### src/rtl/data_mem_bus.sv
// Memory-side stage for the single-cycle core: word-addressed data RAM plus a
// small I/O block (GPIO out, synchronized GPIO in, down-counting timer).
module data_mem_bus #(
  parameter int          RAM_WORDS = 64,
  parameter logic [31:0] IO_BASE   = 32'h0000_0400,
  parameter int          GPIO_W    = 8
) (
  input  logic              clk,
  input  logic              reset,
  input  logic              MemWrite,
  input  logic [31:0]       Addr,
  input  logic [31:0]       WriteData,
  output logic [31:0]       ReadData,
  input  logic [GPIO_W-1:0] gpio_in,
  output logic [GPIO_W-1:0] gpio_out,
  output logic              timer_expired
);

  localparam int          AW        = (RAM_WORDS > 1) ? $clog2(RAM_WORDS) : 1;
  localparam logic [31:0] RAM_BYTES = 32'(4 * RAM_WORDS);
  localparam logic [31:0] A_GPIO_OUT = IO_BASE + 32'h00;
  localparam logic [31:0] A_GPIO_IN  = IO_BASE + 32'h04;
  localparam logic [31:0] A_T_LOAD   = IO_BASE + 32'h08;
  localparam logic [31:0] A_T_CTRL   = IO_BASE + 32'h0C;
  localparam logic [31:0] A_T_COUNT  = IO_BASE + 32'h10;

  logic [31:0]       ram [RAM_WORDS];
  logic [31:0]       waddr;
  logic [AW-1:0]     ram_idx;
  logic              ram_sel;
  logic              unused_addr_lsb;

  logic [GPIO_W-1:0] gpio_sync1, gpio_sync2;
  logic [31:0]       t_load, t_count;
  logic              t_en, t_auto, t_expired;

  logic              we_ram, we_gpio, we_load, we_ctrl;
  logic              t_fire;

  assign waddr           = {Addr[31:2], 2'b00};
  assign ram_idx         = Addr[AW+1:2];
  assign ram_sel         = (waddr < RAM_BYTES);
  assign unused_addr_lsb = ^Addr[1:0];

  assign we_ram  = MemWrite && ram_sel;
  assign we_gpio = MemWrite && (waddr == A_GPIO_OUT);
  assign we_load = MemWrite && (waddr == A_T_LOAD);
  assign we_ctrl = MemWrite && (waddr == A_T_CTRL);

  // Expiry is judged on the pre-edge enable and count.
  assign t_fire = t_en && (t_count == 32'd1);

  assign timer_expired = t_expired;

  // RAM is never reset; a store coincident with reset is dropped.
  always_ff @(posedge clk) begin
    if (we_ram && !reset)
      ram[ram_idx] <= WriteData;
  end

  always_ff @(posedge clk or posedge reset) begin
    if (reset) begin
      gpio_out   <= '0;
      gpio_sync1 <= '0;
      gpio_sync2 <= '0;
      t_load     <= '0;
      t_count    <= '0;
      t_en       <= 1'b0;
      t_auto     <= 1'b0;
      t_expired  <= 1'b0;
    end else begin
      gpio_sync1 <= gpio_in;
      gpio_sync2 <= gpio_sync1;

      if (we_gpio)
        gpio_out <= WriteData[GPIO_W-1:0];

      if (t_en) begin
        if (t_count > 32'd1)
          t_count <= t_count - 32'd1;
        else if (t_fire)
          t_count <= t_auto ? t_load : 32'd0;
      end

      // A LOAD write overrides any decrement or reload on the same edge.
      if (we_load) begin
        t_load  <= WriteData;
        t_count <= WriteData;
      end

      if (we_ctrl) begin
        t_en   <= WriteData[0];
        t_auto <= WriteData[1];
        if (WriteData[2])
          t_expired <= 1'b0;
      end

      // Set beats write-1-to-clear when both land on one edge.
      if (t_fire)
        t_expired <= 1'b1;
    end
  end

  always_comb begin
    ReadData = 32'h0;
    if (ram_sel) begin
      ReadData = ram[ram_idx];
    end else begin
      case (waddr)
        A_GPIO_OUT: ReadData = 32'(gpio_out);
        A_GPIO_IN:  ReadData = 32'(gpio_sync2);
        A_T_LOAD:   ReadData = t_load;
        A_T_CTRL:   ReadData = {29'h0, t_expired, t_auto, t_en};
        A_T_COUNT:  ReadData = t_count;
        default:    ReadData = 32'h0;
      endcase
    end
  end

endmodule

### config.mk
export PLATFORM = sky130hd
export DESIGN_NAME = data_mem_bus
export DESIGN_NICKNAME = d
export VERILOG_FILES = /design/src/rtl/data_mem_bus.sv
export SDC_FILE = /design/constraint.sdc
export NUM_CORES = 2
export LEC_CHECK = 0
export BUFFER_PORTS_ARGS = -buffer_cell sky130_fd_sc_hd__buf_4
export CAP_MARGIN = 25
export CORE_MARGIN = 4
export CORE_UTILIZATION = 47
export DETAILED_ROUTE_END_ITERATION = 6
export HOLD_SLACK_MARGIN = 0.06
export MAX_ROUTING_LAYER = met4
export PLACE_DENSITY = 0.67
export SLEW_MARGIN = 20
export SYNTH_ARGS = -nofsm -noshare
export SYNTH_HDL_FRONTEND = slang
export SYNTH_SLANG_ARGS = --single-unit
### constraint.sdc
create_clock -name clk -period 8.6 [get_ports clk]
set_input_delay 1.72 -clock clk [delete_from_list [all_inputs] [get_ports clk]]
set_output_delay 1.72 -clock clk [all_outputs]
set_load 0.05 [all_outputs]
## After elaboration in Yosys (flattened, before gate mapping)

Memory sizes are Yosys's and may differ from the RTL's.
Cells that the tools add are included.

| storage, ports and cells | value |
|---|---|
| register bits after elaboration | 91 |
| latch bits | 0 |
| RAM bits | 2048 |
| memory bits (read-only) | 0 |
| output and inout port bits | 41 |
| memories kept | 1 |

| cells by class | value |
|---|---|
| add/subtract/negate cells | 1 |
| multipliers | 0 |
| divide/modulo/power cells | 0 |
| magnitude comparators | 2 |
| eq/ne operators | 6 |
| shifts and indexed selects | 0 |
| muxes and demuxes | 12 |
| bitwise gates (word level) | 0 |
| reduce and logical (&&, ||, !) cells | 13 |

Memory list:

| name | depth | bits a word | read ports | clocked after memory_dff | write ports | line | RTL |
|---|---|---|---|---|---|---|---|
| ram | 64 | 32 | 1 | 0 | 1 | 27 | `logic [31:0] ram [RAM_WORDS];` |

Operators with widths:

| kind | count |
|---|---|
| two-way mux 32 bit | 6 |
| case mux 32 bit (5 select lines) | 1 |
| == test 30 x 9 -> 1 bit, second input constant | 5 |
| == test 32 x 1 -> 1 bit, second input constant | 1 |
| > comparator 32 x 1 -> 1 bit, second input constant | 1 |
| < comparator 32 x 9 -> 1 bit, second input constant | 1 |
| subtractor 32 x 1 -> 32 bit, second input constant | 1 |
| logical AND 1 bit | 6 |
| nonzero test 2 bit | 3 |
| two-way mux 1 bit | 5 |
| AND reduction 2 bit | 2 |
| nonzero test 3 bit | 1 |
| zero test 1 bit | 1 |

## Depth between registers and ports, before layout

| logic depth | value |
|---|---|
| depth in word-level cells | 6 |
| gate-level depth with buffers | 12 |
| depth with buffers taken out | 8 |

## Least setup slack after synthesis

No wires, ideal clock.

| path | value |
|---|---|
| kind | input -> output |
| start point | in Addr[2] |
| end point | out ReadData[30] |
| data arrival time | 4716 ps |
| slack | 2164 ps |
| cell stages on the path | 11 |
| path through | clkbuf_1 > clkbuf_1 > and3_1 > clkbuf_1 > buf_2 > clkbuf_1 > a22oi_1 > a31oi_1 > a21oi_1 > and4_1 > o21ai_0 |

| between the ends | value |
|---|---|
| longest elaborated chain between the ends | 3 |
| elaborated cells on any way between the ends | 9 |
| classes of those cells | order compare: 1; eq/ne: 5; mux: 2; memory: 1 |

Ends and longest elaborated chain:

| what | line | RTL |
|---|---|---|
| from (decl) | 11 | `input logic [31:0] Addr,` |
| parallel branches: the longest is 2 deep, another holds < comparator 32 x 9 -> 1 bit | -- |  |
| two-way mux 32 bit * | 106 | `if (ram_sel) begin` |
| to (decl) | 13 | `output logic [31:0] ReadData,` |

Every way passes the cells marked *.

## Worst setup path after layout

| path | value |
|---|---|
| start point | in Addr[4] |
| end point | out ReadData[18] |

The elaborated chain is that of the path after synthesis.

==> flow_summary.toml <==
[yosys]
seq_area_frac_synth_pct = 77.4
syn_avg_cell_area_sq_um = 16.9
synth_cells = 4882
synth_cell_types = 71
yosysWarnings = 0
synth_top_area_share_pct = 74.7
yosysTopAreaCell = "edfxtp_1"
synthTopCellsByArea = "edfxtp_1, a22oi_1, dfrtp_1"
yosysMostFrequentCell = "edfxtp_1"
synth_nets = 4959
async_flop_share_pct = 4.25
synth_top_flop_cell = "edfxtp_1"
synth_edf_count = 2048
syn_area_sq_mm = 0.0823
synth_common_cells = "edfxtp_1, a22oi_1, clkbuf_1"
ys_seq_elements = 2139

[final_layout]
instances_no_fill = 7457
layout-drive-gt1-share_pct = 13.3
final.fill_count = 13500
utilization_pct = 53.5
ff_latch_area_sq_mm = 0.0638
nNetsFinal = 5053
syn_to_final_growth_pct = 13.0
multi_input_area_sq_mm = 0.0175

[clocking]
root_buffer = "clkbuf_16"
cts_buffer_depth = 3
worstSkewPairLatency_ps = 830
post_cts_resize_count = 0
holdBufCountCts = 0
clkTransAtPathRegs_ps = 60
cts_setup_buffers = 0
htreeDepth = 4
cts.sink_count = 2139
cts_tree = "built"
numCtsBuffers = 197

[die]
die-area_sq_mm = 0.182
core_sq_mm = 0.174
row_count = 153
io_pins = 116
fp.dieH_microns = 427
die_width_microns = 427
start_util_pct = 47.3

[sta]
slew_viol_final = 0
rsz0062_at_grt = "no"
finalHoldViolCount = 0
min_period_over_period_pct = 84.4
setup_ws_ps = 1350
timing.setup.tns_ps = 0
hold_slack_ps = 351
fmax_mhz = 138
tightest_slew_ps = 1110
timing.slew.headroom_pct = 25.7
finalSetupViolations = 0
fin_skew_ps = 12.4
fin_crit_ps = 7250

[hold_path]
whs_path_depth = 0
min_path_type = "reg -> reg"

[place]
dp_hpwl_microns = 139000
place_congestion = 0.933
dpl_worst_slack_ps = 1520
place_inst = 7100
portBuffers = 113

[power]
p_sw_uw = 4430
seq_power_share_pct = 55.1
powerDensity_mw_per_mm2 = 223
combPwrFrac_pct = 4.5
p_int_uw = 16300
p_leak_uw = 0.0290
p_clk_share_pct = 40.4
power.share.switching_pct = 21.4
ir_worst_vdd_uv = 224

[routing]
viasPerCell = 6.82
drc = 0
ant_nets = 0
avgRoutedWirePerCell_microns = 33.1
vias = 50800
wl_microns = 247000
first_pass_iters = 6
drtIter0Drc = 8131

[critical_path]
critical_path_required_ps = 6880
crit_path_start_kind = "primary input"
critPathArrivalTime_ps = 5530
reg2regPathDepth = 8
crit_fanout = 88
crit_type = "in -> out"
crit_path_end_kind = "output pin"

[global_routing]
grt_max_degree = 180
antenna_found_initial = 6
gr-total-overflow = 0
grt_pass1_wl_microns = 350000
grt_use_total_pct = 27.4
first_global_vias = 47100

[job]
maxCapViolations = 0

[status]
status = "finished clean"
[sequential cells by signal, indices dropped and copies added, names as in the netlist, 8 cells and up]
register and flops:
gpio_out 8, gpio_sync1 8, gpio_sync2 8, ram 2048, t_count 32, t_load 32
[area by class of cell]
class,instances,area share (%)
Antenna cell,5,0.0134
Clock buffer,257,5.67
Clock inverter,93,0.828
Inverter,7,0.0296
Multi-Input combinational cell,2325,18.8
Sequential cell,2139,68.5
Tap cell,2325,3.13
Timing Repair Buffer,306,2.96
[per-layer routing]
metal | track usage, % | wire length [microns] | vias to the layer above
met4 | 10.3 | 10400 | 0
met3 | 5.19 | 29000 | 517
li1 | - | - | 20800
met1 | 38.0 | 94500 | 26000
met2 | 40.7 | 113000 | 3491
met5 | - | 0 | -
[through the flow]
step           instance area, sq um  power [uW]
2_1_floorplan                 82300       12000
3_3_place_gp                  86900       12500
3_5_place_dp                  87000       12500
4_1_cts                       93000       20700
5_1_grt                       93100       21300
6_report                      93100       20700
[power groups by stage]
| stage | Clock (uW) | Sequential (uW) | Combinational, uW |
|---|---|---|---|
| after floorplan | 0 | 11600 | 406 |
| after CTS | 8420 | 11400 | 917 |
| after global placement | 0 | 11600 | 897 |
| after global routing | 8890 | 11400 | 969 |
| after detailed placement | 0 | 11600 | 916 |
| final | 8370 | 11400 | 933 |
[worst paths after layout]
| kind | start | end | slack [ps] |
|---|---|---|---|
| worst max-delay path | Addr[4] | ReadData[18] | 1350 |
| max in group asynchronous | reset | t_load[25]$_DFFE_PP0P_ | 6420 |
| worst max register to register | t_count[0]$_DFFE_PP0P_ | t_count[31]$_DFFE_PP0P_ | 4920 |
| worst min register to register | gpio_sync1[3]$_DFF_PP0_ | gpio_sync2[3]$_DFF_PP0_ | 350 |
| min in group asynchronous | reset | t_count[0]$_DFFE_PP0P_ | 970 |
| worst min-delay path | gpio_sync1[3]$_DFF_PP0_ | gpio_sync2[3]$_DFF_PP0_ | 350 |
[critical path, stage by stage]
cell     delay [ps]
buf_8           430
and3b_4         870
buf_4           510
buf_4           290
a22oi_1         110
nand4_1         200
a22oi_1         110
a41oi_1         730
a221o_1         210
buf_4           200
[placed cells by master (no fill, tap or decap), drive strengths merged, types with 74 or more instances in the layout]
master,instances
clkbuf,257
nor4bb,127
edfxtp,2048
nand4,187
nand4b,74
buf,306
and4b,91
a22oi,778
dfrtp,91
nand2,134
nor2,95
nor4,77
[cells by family after synthesis]
group                    Yosys count  synth area share, %
AO/OA/AOI/OAI                   1179                 10.7
XOR/XNOR                          14                0.149
adder cells (fa/ha/maj)            2               0.0304
buffers and inverters            418                 1.96
flip-flops                      2139                 77.4
multiplexers                      13                0.172
AND/OR/NAND/NOR                 1117                 9.54
No activity file was read; power rests on OpenSTA's default activity.
